File: config.mk
export PLATFORM = sky130hd
export DESIGN_NAME = tt_sweep_signature_flat
export DESIGN_NICKNAME = d
export VERILOG_FILES = /design/src/rtl/tt_sweep_signature_if.sv /design/src/rtl/tt_sweep_signature.sv /design/src/flat_wrapper.sv
export SDC_FILE = /design/constraint.sdc
export NUM_CORES = 1
export LEC_CHECK = 0
export CAP_MARGIN = 15
export CORE_AREA = 2 2 65 67
export CTS_CLUSTER_DIAMETER = 50
export CTS_CLUSTER_SIZE = 14
export DETAILED_ROUTE_END_ITERATION = 6
export DIE_AREA = 0 0 67 69
export PLACE_DENSITY = 0.74
export SKIP_LAST_GASP = 1
export SLEW_MARGIN = 0
export SYNTH_ARGS = -nofsm -noshare
export SYNTH_HDL_FRONTEND = slang
export SYNTH_SLANG_ARGS = --single-unit
File: constraint.sdc
create_clock -name clk -period 4.25 [get_ports clk]
set_input_delay 1.275 -clock clk [delete_from_list [all_inputs] [get_ports clk]]
set_output_delay 1.275 -clock clk [all_outputs]
set_load 0.005 [all_outputs]
File: src/rtl/tt_sweep_signature_if.sv
// rtl/tt_sweep_signature_if.sv - sweep control, benchmark vector/response and result bundle
interface tt_sweep_signature_if #(
  parameter int N_IN  = 4,
  parameter int N_OUT = 3,
  parameter int SIG_W = 16
);
  logic                      start;
  logic                      abort;
  logic [N_IN-1:0]           x;
  logic [N_OUT-1:0]          f;
  logic                      busy;
  logic                      done;
  logic                      sig_valid;
  logic [SIG_W-1:0]          signature;
  logic [N_OUT*(N_IN+1)-1:0] ones_cnt;

  // master is the harness side: it issues commands and plays the benchmark netlist
  modport master (
    output start, abort, f,
    input  x, busy, done, sig_valid, signature, ones_cnt
  );

  modport slave (
    input  start, abort, f,
    output x, busy, done, sig_valid, signature, ones_cnt
  );
endinterface

File: src/rtl/tt_sweep_signature.sv
// rtl/tt_sweep_signature.sv - exhaustive input sweep of a combinational netlist,
// compacted into a MISR signature and per-output ones-counts
module tt_sweep_signature #(
  parameter int               N_IN   = 4,
  parameter int               N_OUT  = 3,
  parameter int               SIG_W  = 16,
  parameter logic [SIG_W-1:0] POLY   = 16'h1021,
  parameter logic [SIG_W-1:0] SEED   = 16'hFFFF,
  parameter int               SETTLE = 1
) (
  input logic                 clk,
  input logic                 rst_n,
  tt_sweep_signature_if.slave bus
);
  localparam int              CW          = N_IN + 1;
  localparam int              SW          = (SETTLE > 1) ? $clog2(SETTLE) : 1;
  localparam logic [SW-1:0]   SETTLE_LAST = SW'(SETTLE - 1);
  localparam logic [N_IN-1:0] VEC_LAST    = {N_IN{1'b1}};

  typedef enum logic [1:0] {IDLE, SWEEP, DONE} state_t;

  state_t           state_q;
  logic [N_IN-1:0]  vec_q;
  logic [SW-1:0]    settle_q;
  logic [SIG_W-1:0] sig_q;
  logic [SIG_W-1:0] sig_d;
  logic [CW-1:0]    cnt_q [N_OUT];
  logic             busy_q;
  logic             done_q;
  logic             valid_q;
  logic             sample;

  assign sample = (state_q == SWEEP) && (settle_q == SETTLE_LAST);

  // Shift first, fold in the polynomial on the shifted-out MSB, then inject the response
  always_comb begin
    sig_d = {sig_q[SIG_W-2:0], 1'b0};
    if (sig_q[SIG_W-1]) begin
      sig_d = sig_d ^ POLY;
    end
    sig_d = sig_d ^ SIG_W'(bus.f);
  end

  always_ff @(posedge clk or negedge rst_n) begin
    if (!rst_n) begin
      state_q  <= IDLE;
      vec_q    <= '0;
      settle_q <= '0;
      sig_q    <= SEED;
      for (int k = 0; k < N_OUT; k++) begin
        cnt_q[k] <= '0;
      end
      busy_q   <= 1'b0;
      done_q   <= 1'b0;
      valid_q  <= 1'b0;
    end else begin
      done_q <= 1'b0;
      // abort wins over start and sampling; partial results are left in place
      if (bus.abort) begin
        state_q <= IDLE;
        busy_q  <= 1'b0;
        valid_q <= 1'b0;
      end else begin
        case (state_q)
          IDLE, DONE: begin
            if (bus.start) begin
              state_q  <= SWEEP;
              vec_q    <= '0;
              settle_q <= '0;
              sig_q    <= SEED;
              for (int k = 0; k < N_OUT; k++) begin
                cnt_q[k] <= '0;
              end
              busy_q   <= 1'b1;
              valid_q  <= 1'b0;
            end
          end
          SWEEP: begin
            settle_q <= settle_q + 1'b1;
            if (sample) begin
              sig_q <= sig_d;
              for (int k = 0; k < N_OUT; k++) begin
                cnt_q[k] <= cnt_q[k] + CW'(bus.f[k]);
              end
              if (vec_q != VEC_LAST) begin
                vec_q    <= vec_q + 1'b1;
                settle_q <= '0;
              end else begin
                state_q <= DONE;
                busy_q  <= 1'b0;
                done_q  <= 1'b1;
                valid_q <= 1'b1;
              end
            end
          end
          default: begin
            state_q <= IDLE;
            busy_q  <= 1'b0;
          end
        endcase
      end
    end
  end

  assign bus.x         = vec_q;
  assign bus.busy      = busy_q;
  assign bus.done      = done_q;
  assign bus.sig_valid = valid_q;
  assign bus.signature = sig_q;

  always_comb begin
    bus.ones_cnt = '0;
    for (int k = 0; k < N_OUT; k++) begin
      bus.ones_cnt[k*CW +: CW] = cnt_q[k];
    end
  end
endmodule

File: src/flat_wrapper.sv
// flat-port wrapper written by rule: the top's interface ports become plain ports
module tt_sweep_signature_flat 
#(
  parameter int               N_IN   = 4,
  parameter int               N_OUT  = 3,
  parameter int               SIG_W  = 16,
  parameter logic [SIG_W-1:0] POLY   = 16'h1021,
  parameter logic [SIG_W-1:0] SEED   = 16'hFFFF,
  parameter int               SETTLE = 1
)
  (clk, rst_n, bus_start, bus_abort, bus_f, bus_x, bus_busy, bus_done, bus_sig_valid, bus_signature, bus_ones_cnt);
  tt_sweep_signature_if #(.N_IN(N_IN), .N_OUT(N_OUT), .SIG_W(SIG_W)) bus_i ();
  input logic clk;
  input logic rst_n;
  input wire logic [$bits(bus_i.start)-1:0] bus_start;
  input wire logic [$bits(bus_i.abort)-1:0] bus_abort;
  input wire logic [$bits(bus_i.f)-1:0] bus_f;
  output wire logic [$bits(bus_i.x)-1:0] bus_x;
  output wire logic [$bits(bus_i.busy)-1:0] bus_busy;
  output wire logic [$bits(bus_i.done)-1:0] bus_done;
  output wire logic [$bits(bus_i.sig_valid)-1:0] bus_sig_valid;
  output wire logic [$bits(bus_i.signature)-1:0] bus_signature;
  output wire logic [$bits(bus_i.ones_cnt)-1:0] bus_ones_cnt;
  assign bus_i.start = bus_start;
  assign bus_i.abort = bus_abort;
  assign bus_i.f = bus_f;
  assign bus_x = bus_i.x;
  assign bus_busy = bus_i.busy;
  assign bus_done = bus_i.done;
  assign bus_sig_valid = bus_i.sig_valid;
  assign bus_signature = bus_i.signature;
  assign bus_ones_cnt = bus_i.ones_cnt;
  tt_sweep_signature #(.N_IN(N_IN), .N_OUT(N_OUT), .SIG_W(SIG_W), .POLY(POLY), .SEED(SEED), .SETTLE(SETTLE)) u_core (.clk(clk), .rst_n(rst_n), .bus(bus_i));
endmodule
* Word-level counts from Yosys, hierarchy flattened
Index checks and enable logic that the tools add are counted.
** Cells by class
- Shifts and indexed selects :: 0
- Multiply operators :: 0
- Order comparisons :: 0
- Reduce and logical (&&, ||, !) cells :: 10
- Divide/modulo/power cells :: 0
- Multiplexer cells :: 33
- Bitwise operators :: 4
- Add/sub/neg operators :: 5
- Equal/unequal tests :: 9
** Operator list (count)
- 16-bit two-way mux :: 2
- 16-bit case mux with 2 select lines :: 1
- 15-bit two-way mux :: 2
- 15-bit case mux with 2 select lines :: 1
- 16-bit by 3-bit XOR with 16-bit output :: 1
- 5-bit by 1-bit adder with 5-bit output :: 3
- 1-bit two-way mux :: 14
- 13-bit two-way mux :: 1
- 4-bit two-way mux :: 3
- 2-bit two-way mux :: 4
- 4-bit case mux with 2 select lines :: 1
- 4-bit AND reduction :: 2
- 3-bit != test (second input constant) :: 2
- 1-bit case mux with 2 select lines :: 3
- 3-bit AND reduction :: 2
- 5-bit AND reduction :: 1
- 4-bit by 1-bit adder with 4-bit output (second input constant) :: 1
- 2-bit != test (second input constant) :: 2
- 4-bit != test (second input constant) :: 1
- 2-bit case mux with 2 select lines :: 1
- 3-bit by 2-bit != test with 1-bit output (second input constant) :: 1
- 3-bit inverter :: 1
- 3-bit nonzero test :: 1
- 2-bit by 1-bit == test with 1-bit output (second input constant) :: 1
- 8 further kinds :: 9
** Word-level totals
- Memories kept :: 0
- Bits in writable memories :: 0
- Flip-flop bits (word level) :: 41
- Bits in latches :: 0
- Input bits :: 7
- Bits in read-only memories :: 0
- Logic and storage cells :: 71
- Output and inout port bits :: 38

* Depth between registers and ports, before layout
- Depth in word-level cells :: 5
- Depth in mapped cells :: 5
- Mapped depth without buffers :: 5

* Worst setup path after synthesis
Ideal clock, no wire load.
- Path kind :: input to register
- From :: in bus_abort
- To :: reg u_core.vec_q[0] (netlist: u_core.bus.x[0])
- Buffers on the path :: 1
- Required time :: 4129 ps
- Data arrival time :: 2354 ps
- Setup time :: 121 ps
- Stages :: 4
- Setup slack :: 1775 ps
- Cells stage by stage :: clkbuf_1 nor3b_1 o22ai_1 a22o_1
** On the way
- Cells in the longest elaborated chain, start to end :: 2
** RTL lines
- start: declaration :: RTL line flat_wrapper.sv:16 : input wire logic [$bits(bus_i.abort)-1:0] bus_abort;
- 1-bit inverter (no line)
- 5-bit AND reduction (no line)
- end signal: assignment :: RTL line tt_sweep_signature.sv:86 : vec_q <= vec_q + 1'b1;
- end: declaration :: RTL line tt_sweep_signature.sv:23 : logic [N_IN-1:0] vec_q;
No other way between the ends.
A chain may end at the register's enable or synchronous reset.

* Worst setup path after layout
- From :: in bus_abort
- To :: reg u_core.vec_q[1] (netlist: u_core.bus.x[1])
Same word-level chain as after synthesis.

==> insert_results.sql <==
INSERT INTO impl_metrics (metric_group, metric, value, unit) VALUES
('sta', 'headroom_to_the_max_slew_limit', '41.63', '%'),
('final_layout', 'filler_cell_count', '331', ''),
('critical_path', 'path_cells', 'clkdlybuf4s50_1 > or4b_4 > nand2_2 > a32o_1', ''),
('critical_path', 'critical_path_cell_count', '4', ''),
('clocking', 'library_cell_used_as_clock_root_buffer', 'sky130_fd_sc_hd__clkbuf_8', ''),
('synth', 'postSynthNetCount', '170', ''),
('critical_path', 'r2r_slack', '2440', 'ps'),
('placement', 'finalWeightedCongestion', '0.8018', ''),
('synth', 'synth_top_cell_by_area', 'sky130_fd_sc_hd__dfrtp_1', ''),
('sta', 'post-route-period-util', '70.00', '%'),
('sta', 'skew_final', '13.04', 'ps'),
('floorplan', 'floorplan.rows', '23', ''),
('clocking', 'cts_buffer_depth', '2', ''),
('critical_path', 'element_type_at_the_critical_path_end', 'flop', ''),
('critical_path', 'worstRegToRegCells', '3', ''),
('clocking', 'hold_buffers', '0', ''),
('detailed_routing', 'vias', '1427', ''),
('sta', 'final_setup_vio_count', '0', ''),
('critical_path', 'cp_top_family', 'simple AND/OR/NAND/NOR gates', ''),
('min_path', 'hold_start', 'u_core.bus.ones_cnt[14]', ''),
('power_and_ir_drop', 'power_leakage', '1.021', 'nW'),
('run', 'max_cap_violations', '0', ''),
('placement', 'port-buffer-count', '44', ''),
('floorplan', 'fp.coreArea', '3914', 'sq um'),
('global_route', 'grtUsageTotal', '19.26', '%'),
('synth', 'synth-warning-count', '0', ''),
('synth', 'synthCells', '156', ''),
('detailed_routing', 'drt.antenna.violating_nets', '0', ''),
('clocking', 'post-cts-setup-buffer-count', '0', ''),
('power_and_ir_drop', 'power_density', '373.5', 'nW/um^2'),
('floorplan', 'initial_utilization', '47.79', '%'),
('sta', 'rsz0062_at_grt', 'no', ''),
('clocking', 'cts.sink_count', '41', ''),
('floorplan', 'vertical_die_dimension', '69', 'microns'),
('critical_path', 'required_worst_endpoint', '4480', 'ps'),
('power_and_ir_drop', 'power', '0.9075', 'mW'),
('critical_path', 'r2r_end', 'u_core.bus.x[1]', ''),
('global_route', 'grt.overflow.total', '0', ''),
('clocking', 'cts_resized', '0', ''),
('floorplan', 'dieWidth', '67', 'microns'),
('final_layout', 'diodes', '0', ''),
('global_route', 'grt_pass1_wl', '6886', 'microns'),
('critical_path', 'worstSetupStartpoint', 'bus_abort', ''),
('final_layout', 'drive_above_1_share', '14.22', '%'),
('synth', 'post_synth_num_cell_types', '34', ''),
('sta', 'timing_worst_slew_pin_value', '875.5', 'ps'),
('detailed_routing', 'detail_route.first_pass.iterations', '6', ''),
('sta', 'timing.final.crit_period', '2975', 'ps'),
('synth', 'sequential_element_share_of_the_synthesized_area', '55.92', '%'),
('floorplan', 'ios', '45', ''),
('critical_path', 'critPathKind', 'primary input to flop', ''),
('sta', 'maxClockFrequency', '0.3361', 'GHz'),
('synth', 'dominant_cells_by_area_after_synthesis', 'sky130_fd_sc_hd__dfrtp_1 33%, sky130_fd_sc_hd__dfstp_2 22%, sky130_fd_sc_hd__o22a_1 5.2%', ''),
('sta', 'fin_tns_setup', '0', 'ps'),
('placement', 'detailed_place_hpwl', '2840', 'microns'),
('critical_path', 'cp-start-kind', 'primary input', ''),
('power_and_ir_drop', 'irDropWorstVdd', '0.2523', 'mV'),
('detailed_routing', 'detail_route.drc_violations', '0', ''),
('detailed_routing', 'post_drt_via_cell_ratio', '5.618', ''),
('synth', 'synth-seq-cells', '41', ''),
('final_layout', 'multi_input_comb_area', '767.0', 'sq um'),
('clocking', 'cts_buffers', '5', ''),
('status', 'run_status', 'finished clean', ''),
('floorplan', 'die_area', '4623', 'sq um'),
('synth', 'synth_top_area_share', '33.44', '%'),
('critical_path', 'reg_to_reg_critical_path_startpoint', 'u_core.state_q[1]', ''),
('global_route', 'maximum_number_of_pins_on_one_net_before_global_route_repair', '42', ''),
('clocking', 'cts_tree', 'built', ''),
('final_layout', 'highest_count_cells_in_the_layout_ignoring_fill_and_taps', '43 x sky130_fd_sc_hd__clkdlybuf4s50_1, 25 x sky130_fd_sc_hd__dfrtp_1, 16 x sky130_fd_sc_hd__dfstp_2', ''),
('final_layout', 'most_common_cell_after_layout_fill_and_taps_aside', 'sky130_fd_sc_hd__clkdlybuf4s50_1', ''),
('critical_path', 'timing.critical_path.to', 'u_core.bus.x[1]', '');
[logic make-up (layout without fill, tap and decap cells)]
family | after synthesis | after routing | share of synthesized area (%)
muxes | 5 | 5 | 2.676
xor gates and xnor gates | 5 | 5 | 2.341
adders and majority gates | 7 | 7 | 4.682
and+or+nand+nor | 37 | 37 | 12.31
AOI/OAI and AO/OA | 49 | 49 | 19.00
DFF | 41 | 41 | 55.92
buffers and inverters | 12 | 60 | 3.077
[where the power goes]
| part | switching, mW | leakage, nW | internal (mW) | total (mW) |
|---|---|---|---|---|
| logic | 0.0700 | 0.468 | 0.114 | 0.184 |
| clock network | 0.127 | 0.0422 | 0.115 | 0.243 |
| registers | 0.0383 | 0.510 | 0.443 | 0.481 |
| total | 0.236 | 1.02 | 0.672 | 0.907 |
[area by class of cell]
class | count | area share [%]
clock buffer | 7 | 3.141
clock inverter | 1 | 0.2060
inverter | 6 | 0.9269
multi-input combinational | 103 | 31.57
sequential | 41 | 43.05
tap | 50 | 2.575
timing repair buffer | 46 | 18.54
[through the flow]
| stage | utilization, % | hold WS, ps | instance area (sq um) | std cells | worst slack [ps] |
|---|---|---|---|---|---|
| final | 62.08 | 476.8 | 2430 | 254 | 1275 |
| after CTS | 62.08 | 477.9 | 2430 | 254 | 1267 |
| after detailed placement | 60.01 | 467.0 | 2349 | 246 | 962.7 |
| after global placement | 60.01 | 459.1 | 2349 | 246 | 1046 |
| after floorplan | - | 468.9 | 1871 | 156 | 1775 |
| after global routing | 62.08 | 514.2 | 2430 | 254 | 1158 |
[state kept, by name (all words and copies together), names as in the netlist]
signal,count
u_core.settle_q,1
u_core.bus.done,1
u_core.bus.signature,16
u_core.bus.x,4
u_core.bus.busy,1
u_core.bus.sig_valid,1
u_core.bus.ones_cnt,15
u_core.state_q,2
[worst min-delay path by stage]
stage                                    endpoint  slack (ps)  depth (start not counted)
after floorplan           u_core.bus.ones_cnt[14]         470                          1
after global placement    u_core.bus.ones_cnt[14]         460                          1
after detailed placement  u_core.bus.ones_cnt[14]         470                          1
after CTS                 u_core.bus.ones_cnt[14]         480                          1
after global routing      u_core.bus.ones_cnt[14]         510                          1
final                     u_core.bus.ones_cnt[14]         480                          1
[Yosys cell counts]
library cell                number
sky130_fd_sc_hd__dfrtp_1        25
sky130_fd_sc_hd__dfstp_2        16
sky130_fd_sc_hd__o22a_1         11
sky130_fd_sc_hd__o21ai_0        10
sky130_fd_sc_hd__a21oi_1         9
sky130_fd_sc_hd__nand2_1         8
sky130_fd_sc_hd__a22o_1          7
sky130_fd_sc_hd__ha_1            7
sky130_fd_sc_hd__a2bb2oi_1       6
sky130_fd_sc_hd__inv_1           6
sky130_fd_sc_hd__or3_1           6
sky130_fd_sc_hd__mux2i_1         5
sky130_fd_sc_hd__nand4_1         5
sky130_fd_sc_hd__xnor2_1         5
sky130_fd_sc_hd__nand2b_1        4
sky130_fd_sc_hd__clkbuf_1        3
sky130_fd_sc_hd__nand3_1         3
sky130_fd_sc_hd__nor2_1          3
sky130_fd_sc_hd__and2_1          2
sky130_fd_sc_hd__a211oi_1        1
sky130_fd_sc_hd__a22oi_1         1
sky130_fd_sc_hd__a32o_1          1
sky130_fd_sc_hd__and2b_1         1
sky130_fd_sc_hd__buf_2           1
sky130_fd_sc_hd__buf_4           1
sky130_fd_sc_hd__buf_6           1
sky130_fd_sc_hd__nand2_2         1
sky130_fd_sc_hd__nor3b_1         1
sky130_fd_sc_hd__nor4b_4         1
sky130_fd_sc_hd__o22ai_1         1
sky130_fd_sc_hd__o2bb2a_1        1
sky130_fd_sc_hd__o311ai_0        1
sky130_fd_sc_hd__or3b_2          1
sky130_fd_sc_hd__or4b_4          1
[per-layer routing]
layer | vias to the layer above | GRT usage (%) | routed length [microns]
met2 | 33 | 31.46 | 2029
met1 | 712 | 24.36 | 1770
met5 | - | 0 | 0
met4 | 0 | 5.442 | 49
li1 | 676 | - | -
met3 | 6 | 5.873 | 165
(Power assumes the default switching activity.)
